===== src/rtl/controlador_fetch_if.sv =====
// controlador_fetch_if: instruction-memory, hazard-unit and IF/ID signals of the fetch controller
interface controlador_fetch_if;
    logic [9:0]  direccion;
    logic [31:0] instruccion;
    logic        stall;
    logic        salto;
    logic [9:0]  destino;
    logic        arranque;
    logic [31:0] instr_id;
    logic [9:0]  pc_id;
    logic        valido_id;
    logic        detenido;

    modport master (
        output direccion, instr_id, pc_id, valido_id, detenido,
        input  instruccion, stall, salto, destino, arranque
    );

    modport slave (
        input  direccion, instr_id, pc_id, valido_id, detenido,
        output instruccion, stall, salto, destino, arranque
    );
endinterface


===== src/rtl/controlador_fetch.sv =====
// controlador_fetch: instruction fetch controller with replay on stall, redirect and halt/restart
module controlador_fetch #(
    parameter logic [9:0]  DIR_INICIO = 10'd0,
    parameter logic [31:0] COD_HLT    = 32'h00000000
) (
    input  logic                  clk,
    input  logic                  reset_n,
    controlador_fetch_if.master   bus
);
    typedef enum logic {FETCH, DETENIDO} estado_t;

    estado_t    estado;
    logic [9:0] pc;
    logic [9:0] pc_vuelo;
    logic       valido_vuelo;
    logic       hlt;

    assign hlt = valido_vuelo && (bus.instruccion == COD_HLT);

    // Memory address: redirect target, replay of the in-flight word while stalled, else next pc
    always_comb
        bus.direccion = !reset_n ? DIR_INICIO :
                        bus.salto ? bus.destino :
                        (estado == FETCH && bus.stall) ? pc_vuelo : pc;

    // Fetch state machine with registered IF/ID outputs; salto overrides everything
    always_ff @(posedge clk or negedge reset_n) begin
        if (!reset_n) begin
            pc            <= DIR_INICIO;
            pc_vuelo      <= DIR_INICIO;
            valido_vuelo  <= 1'b0;
            estado        <= FETCH;
            bus.instr_id  <= '0;
            bus.pc_id     <= '0;
            bus.valido_id <= 1'b0;
            bus.detenido  <= 1'b0;
        end else if (bus.salto) begin
            pc            <= bus.destino + 10'd1;
            pc_vuelo      <= bus.destino;
            valido_vuelo  <= 1'b1;
            estado        <= FETCH;
            bus.valido_id <= 1'b0;
            bus.detenido  <= 1'b0;
        end else if (estado == DETENIDO) begin
            bus.valido_id <= 1'b0;
            if (bus.arranque) begin
                pc           <= DIR_INICIO;
                valido_vuelo <= 1'b0;
                estado       <= FETCH;
                bus.detenido <= 1'b0;
            end
        end else if (!bus.stall) begin
            pc            <= pc + 10'd1;
            pc_vuelo      <= pc;
            valido_vuelo  <= !hlt;
            estado        <= hlt ? DETENIDO : FETCH;
            bus.instr_id  <= bus.instruccion;
            bus.pc_id     <= pc_vuelo;
            bus.valido_id <= valido_vuelo;
            bus.detenido  <= hlt;
        end
    end
endmodule


===== src/flat_wrapper.sv =====
// flat-port wrapper written by rule: the top's interface ports become plain ports
module controlador_fetch_flat 
#(
    parameter logic [9:0]  DIR_INICIO = 10'd0,
    parameter logic [31:0] COD_HLT    = 32'h00000000
)
  (clk, reset_n, bus_direccion, bus_instr_id, bus_pc_id, bus_valido_id, bus_detenido, bus_instruccion, bus_stall, bus_salto, bus_destino, bus_arranque);
  controlador_fetch_if bus_i ();
  input  logic clk;
  input  logic reset_n;
  output wire logic [$bits(bus_i.direccion)-1:0] bus_direccion;
  output wire logic [$bits(bus_i.instr_id)-1:0] bus_instr_id;
  output wire logic [$bits(bus_i.pc_id)-1:0] bus_pc_id;
  output wire logic [$bits(bus_i.valido_id)-1:0] bus_valido_id;
  output wire logic [$bits(bus_i.detenido)-1:0] bus_detenido;
  input wire logic [$bits(bus_i.instruccion)-1:0] bus_instruccion;
  input wire logic [$bits(bus_i.stall)-1:0] bus_stall;
  input wire logic [$bits(bus_i.salto)-1:0] bus_salto;
  input wire logic [$bits(bus_i.destino)-1:0] bus_destino;
  input wire logic [$bits(bus_i.arranque)-1:0] bus_arranque;
  assign bus_direccion = bus_i.direccion;
  assign bus_instr_id = bus_i.instr_id;
  assign bus_pc_id = bus_i.pc_id;
  assign bus_valido_id = bus_i.valido_id;
  assign bus_detenido = bus_i.detenido;
  assign bus_i.instruccion = bus_instruccion;
  assign bus_i.stall = bus_stall;
  assign bus_i.salto = bus_salto;
  assign bus_i.destino = bus_destino;
  assign bus_i.arranque = bus_arranque;
  controlador_fetch #(.DIR_INICIO(DIR_INICIO), .COD_HLT(COD_HLT)) u_core (.clk(clk), .reset_n(reset_n), .bus(bus_i));
endmodule

===== config.mk =====
export PLATFORM = sky130hd
export DESIGN_NAME = controlador_fetch_flat
export DESIGN_NICKNAME = d
export VERILOG_FILES = /design/src/rtl/controlador_fetch_if.sv /design/src/rtl/controlador_fetch.sv /design/src/flat_wrapper.sv
export SDC_FILE = /design/constraint.sdc
export NUM_CORES = 1
export LEC_CHECK = 0
export ABC_AREA = 1
export ABC_CLOCK_PERIOD_IN_PS = 1180
export CAP_MARGIN = 20
export CORE_ASPECT_RATIO = 1.5
export CORE_MARGIN = 2
export CORE_UTILIZATION = 46
export DETAILED_ROUTE_END_ITERATION = 7
export DONT_BUFFER_PORTS = 1
export PLACE_DENSITY = 0.7
export SKIP_LAST_GASP = 1
export SLEW_MARGIN = 40
export SYNTH_ARGS = -nofsm -noshare
export SYNTH_HDL_FRONTEND = slang
export SYNTH_SLANG_ARGS = --single-unit

===== constraint.sdc =====
create_clock -name clk -period 1.18 [get_ports clk]
set_input_delay 0.236 -clock clk [delete_from_list [all_inputs] [get_ports clk]]
set_output_delay 0.236 -clock clk [all_outputs]
set_load 0.05 [all_outputs]

Word level (Yosys, flattened, before mapping) --
Index checks and enable logic that the tools add are counted.
Storage, ports and cells: register bits 66, input bits 47, output and inout port bits 54, logic and storage cells 49
Operators by class: $add $sub $neg 2, eq/ne operators 4, multiplexer cells 25, bitwise gates (word level) 3, reduce and logical (&&, ||, !) cells 7
Operator list (number):
- $mux W10 | 10
- $logic_not A32 Y1 | 1
- $add A10 B1 Y10 const B | 2
- $mux W1 | 15
- $reduce_and A2 Y1 | 2
- $ne A3 B1 Y1 const B | 1
- $ne A3 B3 Y1 const B | 1
- $not A1 Y1 | 3
- $reduce_and A3 Y1 | 1
- $logic_and A1 B1 Y1 | 2
- $ne A2 B1 Y1 const B | 1
- $ne A2 B2 Y1 const B | 1
- $logic_not A1 Y1 | 1

Logic depth before layout (Yosys ltp) --
depth after elaboration 6, mapped depth 8, depth with buffers taken out 8

Worst setup path after synthesis --
OpenSTA, ideal clock, no wires.
path kind reg2out, from register u_core.estado, to output port bus_direccion[1], arrival 1.319 ns, required time 0.944 ns, setup slack -0.375 ns, stages on the path, launching flop included 7, buffers on the path 1, path through dfrtp_1 -> nor2_4 -> buf_4 -> nand2_2 -> o221ai_1 -> nand2_1 -> inv_1
On the way: longest elaborated chain between the ends 5
Ends and longest elaborated chain:
- start, declared | line controlador_fetch.sv:12 | estado_t estado;
- start signal, assigned | line controlador_fetch.sv:56 | estado <= hlt ? DETENIDO : FETCH;
- $not A1 Y1 (no source line)
- $logic_and A1 B1 Y1 | line controlador_fetch.sv:24 | (estado == FETCH && bus.stall) ? pc_vuelo : pc;
- $mux W10 | line controlador_fetch.sv:24
- $mux W10 | line controlador_fetch.sv:23 | bus.salto ? bus.destino :
- $mux W10 | line controlador_fetch.sv:22 | bus.direccion = !reset_n ? DIR_INICIO :
- end, declared | line flat_wrapper.sv:11 | output wire logic [$bits(bus_i.direccion)-1:0] bus_direccion;
No other way between the ends.

Worst setup path in the final report --
Ends and elaborated chain as after synthesis.

==> flow_summary_export.csv <==
group,metric,value,unit
finish,areaGrowthSynthToFinish,43.5,%
timing,tightest_slew,0.307,ns
synth,synth_top_area_cell,"dfrtp_1",
floorplanning,die_w,74.4,um
clock_network,cts_num_sinks,66,
synth,ys_types,28,
worst_setup_path,required,0.94,ns
clock_network,clock_latency,0.35,ns
floorplanning,core_area,7230,sq um
worst_setup_path,cp_slowest_stage_delay,0.44,ns
timing,finalMaxSlewViolations,0,
synth,yosys_warnings,0,
timing,hold_slack,-0.424,ns
power,irDropWorstVdd,682,uV
clock_network,cts-root-buf,"clkbuf_8",
worst_setup_path,path_buf_inv,2,
floorplanning,die-area,8150,sq um
worst_setup_path,end_kind,"output port",
power,p_per_area,1560,nW/um^2
synth,syn-instance-count,378,
timing,fmax,554,MHz
drt,first_pass_iters,4,
finish,final_nets,518,
drt,detail-route-antenna-nets,0,
drt,wl_per_cell,16.7,um
clock_network,clk_pin_slew,0.08,ns
clock_network,cts_buffers,9,
place,portBuffers,0,
worst_setup_path,path_class,"reg2out",
outcome,violations,"hold timing, setup timing",
synth,ys_top_cells_by_area,"dfrtp_1 (48%), mux2_4 (11%), nand2_1 (7.7%)",
timing,fin_skew,0.0141,ns
finish,stdcell_count,574,
floorplanning,die_y,110,um
grt,antenna_found_initial,0,
synth,synth_ff_type,"dfrtp_1",
grt,grt_use_total,0.232,
timing,fin_crit_sh,1.53,
floorplanning,row_count,38,
place,hpwl,6.25,mm
synth,yosysSeqAreaShare,0.483,
timing,layout_setup_ws,-0.625,ns
drt,avgViaCountPerCell,5.33,
timing,timing.final.crit_period,1.81,ns
worst_setup_path,crit_path_top_delay_cell,"dfrtp_1",
synth,synth_nets,427,
worst_setup_path,crit_chain,"o21ai_2 > buf_6 > o221ai_2 > nand2_1 > clkinvlp_4",
drt,drc,0,
place,place_area,4060,sq um
grt,grt_max_degree,77,
clock_network,htreeDepth,3,
synth,ys_ff_latch,66,
drt,top_layer,"met4",
outcome,status,"finished, violations left",
timing,slew_headroom,0.795,
finish,drive_above_1_share,0.395,
drt,met1_length,3.67,mm
worst_setup_path,cp-start-kind,"register",
power,total_power,0.00766,W
drt,wl_met3,504,um
synth,avgSynthCellArea,9.04,sq um
floorplanning,initial_core_util,0.473,
timing,finalHoldViolations,66,
finish,fin_util,0.679,
synth,synth-edff-count,0,
finish,finalInstanceArea,4900,sq um
timing,rsz0062_at_grt,"yes",
place,gp_congestion,0.970,
timing,setup-violations-final,75,
finish,num_antenna_cells,0,
drt,via_count,3062,
drt,wl_met2,5.11,mm
grt,overflow,0,
drt,wl,9.59,mm
synth,syn-cell-area,3420,sq um
synth,yosysTopAreaCellShare,0.483,
worst_setup_path,cp_top_family,"flip-flops",
clock_network,clockBufferDepth,2,
floorplanning,io_pins,101,
worst_setup_path,cp.arrival,1.57,ns
worst_setup_path,cp_max_fo,5,
synth,synthArstFlopShare,1.00,
grt,grt_pass1_vias,2967,
clock_network,cts_tree,"built",
grt,grt_pass1_wl,14.2,mm
power,leakagePower,2.45,nW
hold_path,hp-class,"in2async",
run,drv_cap,0,
place,dp_cells,540,
drt,drt_iter0_drc,159,
==> placed cells by master, fill, tap and decap left out, types with 2 or more instances in the layout <==
cell       count
dfrtp_1       66
nand2_1       65
buf_4         44
inv_1         40
buf_6         39
nor2_1        35
o21ai_1       27
mux2_4        26
nand3_1       19
o21ai_0       16
clkbuf_8      11
inv_2         10
o221ai_2       8
nand4_1        6
o21ai_2        4
nand2_2        4
buf_8          4
nor2_4         3
o21bai_1       3
a21oi_1        3
nor2_2         3
o221ai_1       3
bufinv_16      3
buf_16         3
buf_12         3
nand2_4        2
nand3_2        2
a22oi_2        2
a31oi_2        2
clkinv_2       2
==> synthesized netlist by cell type (all sizes together) (2+ instances only) <==
library cell	instances
clkbuf	5
nand4	6
o21ai	48
nand2	72
ha	2
a31oi	2
a22oi	2
o221ai	11
nor2	41
o22ai	2
mux2	26
inv	53
nand3	21
dfrtp	66
o21bai	4
a21oi	4
buf	9
==> path summary, 6_finish.rpt <==
kind	from	slack, ns	endpoint	cells past startpoint
hold / removal	reset_n	-0.42	u_core.pc_vuelo[3]	0
setup reg to reg	u_core.estado	-0.43	u_core.bus.instr_id[10]	7
min in group clk	bus_instruccion[7]	0.04	u_core.bus.instr_id[7]	1
max in group asynchronous	reset_n	1.47	u_core.bus.instr_id[14]	0
setup / recovery	u_core.estado	-0.63	bus_direccion[1]	5
hold reg to reg	u_core.bus.pc_id[1]	0.49	u_core.bus.pc_id[1]	2
==> flip-flops by register name (all words and copies together), names as in the netlist <==
signal,cells
u_core.bus.detenido,1
u_core.pc_vuelo,10
u_core.bus.instr_id,32
u_core.pc,10
u_core.estado,1
u_core.valido_vuelo,1
u_core.bus.pc_id,10
u_core.bus.valido_id,1
==> routing by layer <==
metal / vias to the layer above / track usage
met3: 28 / 0.0339
met1: 1466 / 0.266
met2: 124 / 0.399
met5: - / 0
met4: 0 / 0.136
li1: 1444 / -
==> metrics by stage <==
stage	setup TNS [ns]	setup WS (ns)	hold slack, ns
finish	-29.45	-0.625	-0.424
global route	-32.37	-0.687	-0.443
CTS	-22.93	-0.595	-0.436
detailed placement	-9.97	-0.264	-0.0570
global placement	-7.02	-0.243	-0.0572
floorplan	-3.87	-0.263	-0.0596
==> power by group <==
| group | switching, W | internal, W |
|---|---|---|
| Sequential | 0.000209 | 0.00256 |
| Clock | 0.000872 | 0.00151 |
| Combinational | 0.00151 | 0.000994 |
| Total | 0.00259 | 0.00507 |
==> cell families after synthesis <==
family / count (synthesis) / synth area share
muxes: 26 / 0.114
xor gates and xnor gates: 1 / 0.00256
AOI/OAI and AO/OA: 74 / 0.132
DFF: 66 / 0.483
buffers and inverters: 67 / 0.0857
and+or+nand+nor: 142 / 0.175
adders and majority gates: 2 / 0.00732
==> what timing repair did <==
action / CTS / global route
hold endpoints to repair: 66 / 66
cloned: 3 / 1
setup buffers: 8 / 8
endpoints found under the setup margin: 77 / 106
gates resized for setup: 36 / 74
pin swaps: 6 / 15
==> layout make-up <==
| cell class | instances | area [sq um] |
|---|---|---|
| Timing Repair Buffer | 94 | 997 |
| Fill cell | 545 | 2320 |
| Tap cell | 100 | 125 |
| Clock buffer | 11 | 151 |
| Inverter | 53 | 210 |
| Multi-Input combinational cell | 245 | 1670 |
| Clock inverter | 5 | 100 |
| Sequential cell | 66 | 1650 |
(Power assumes the default switching activity.)
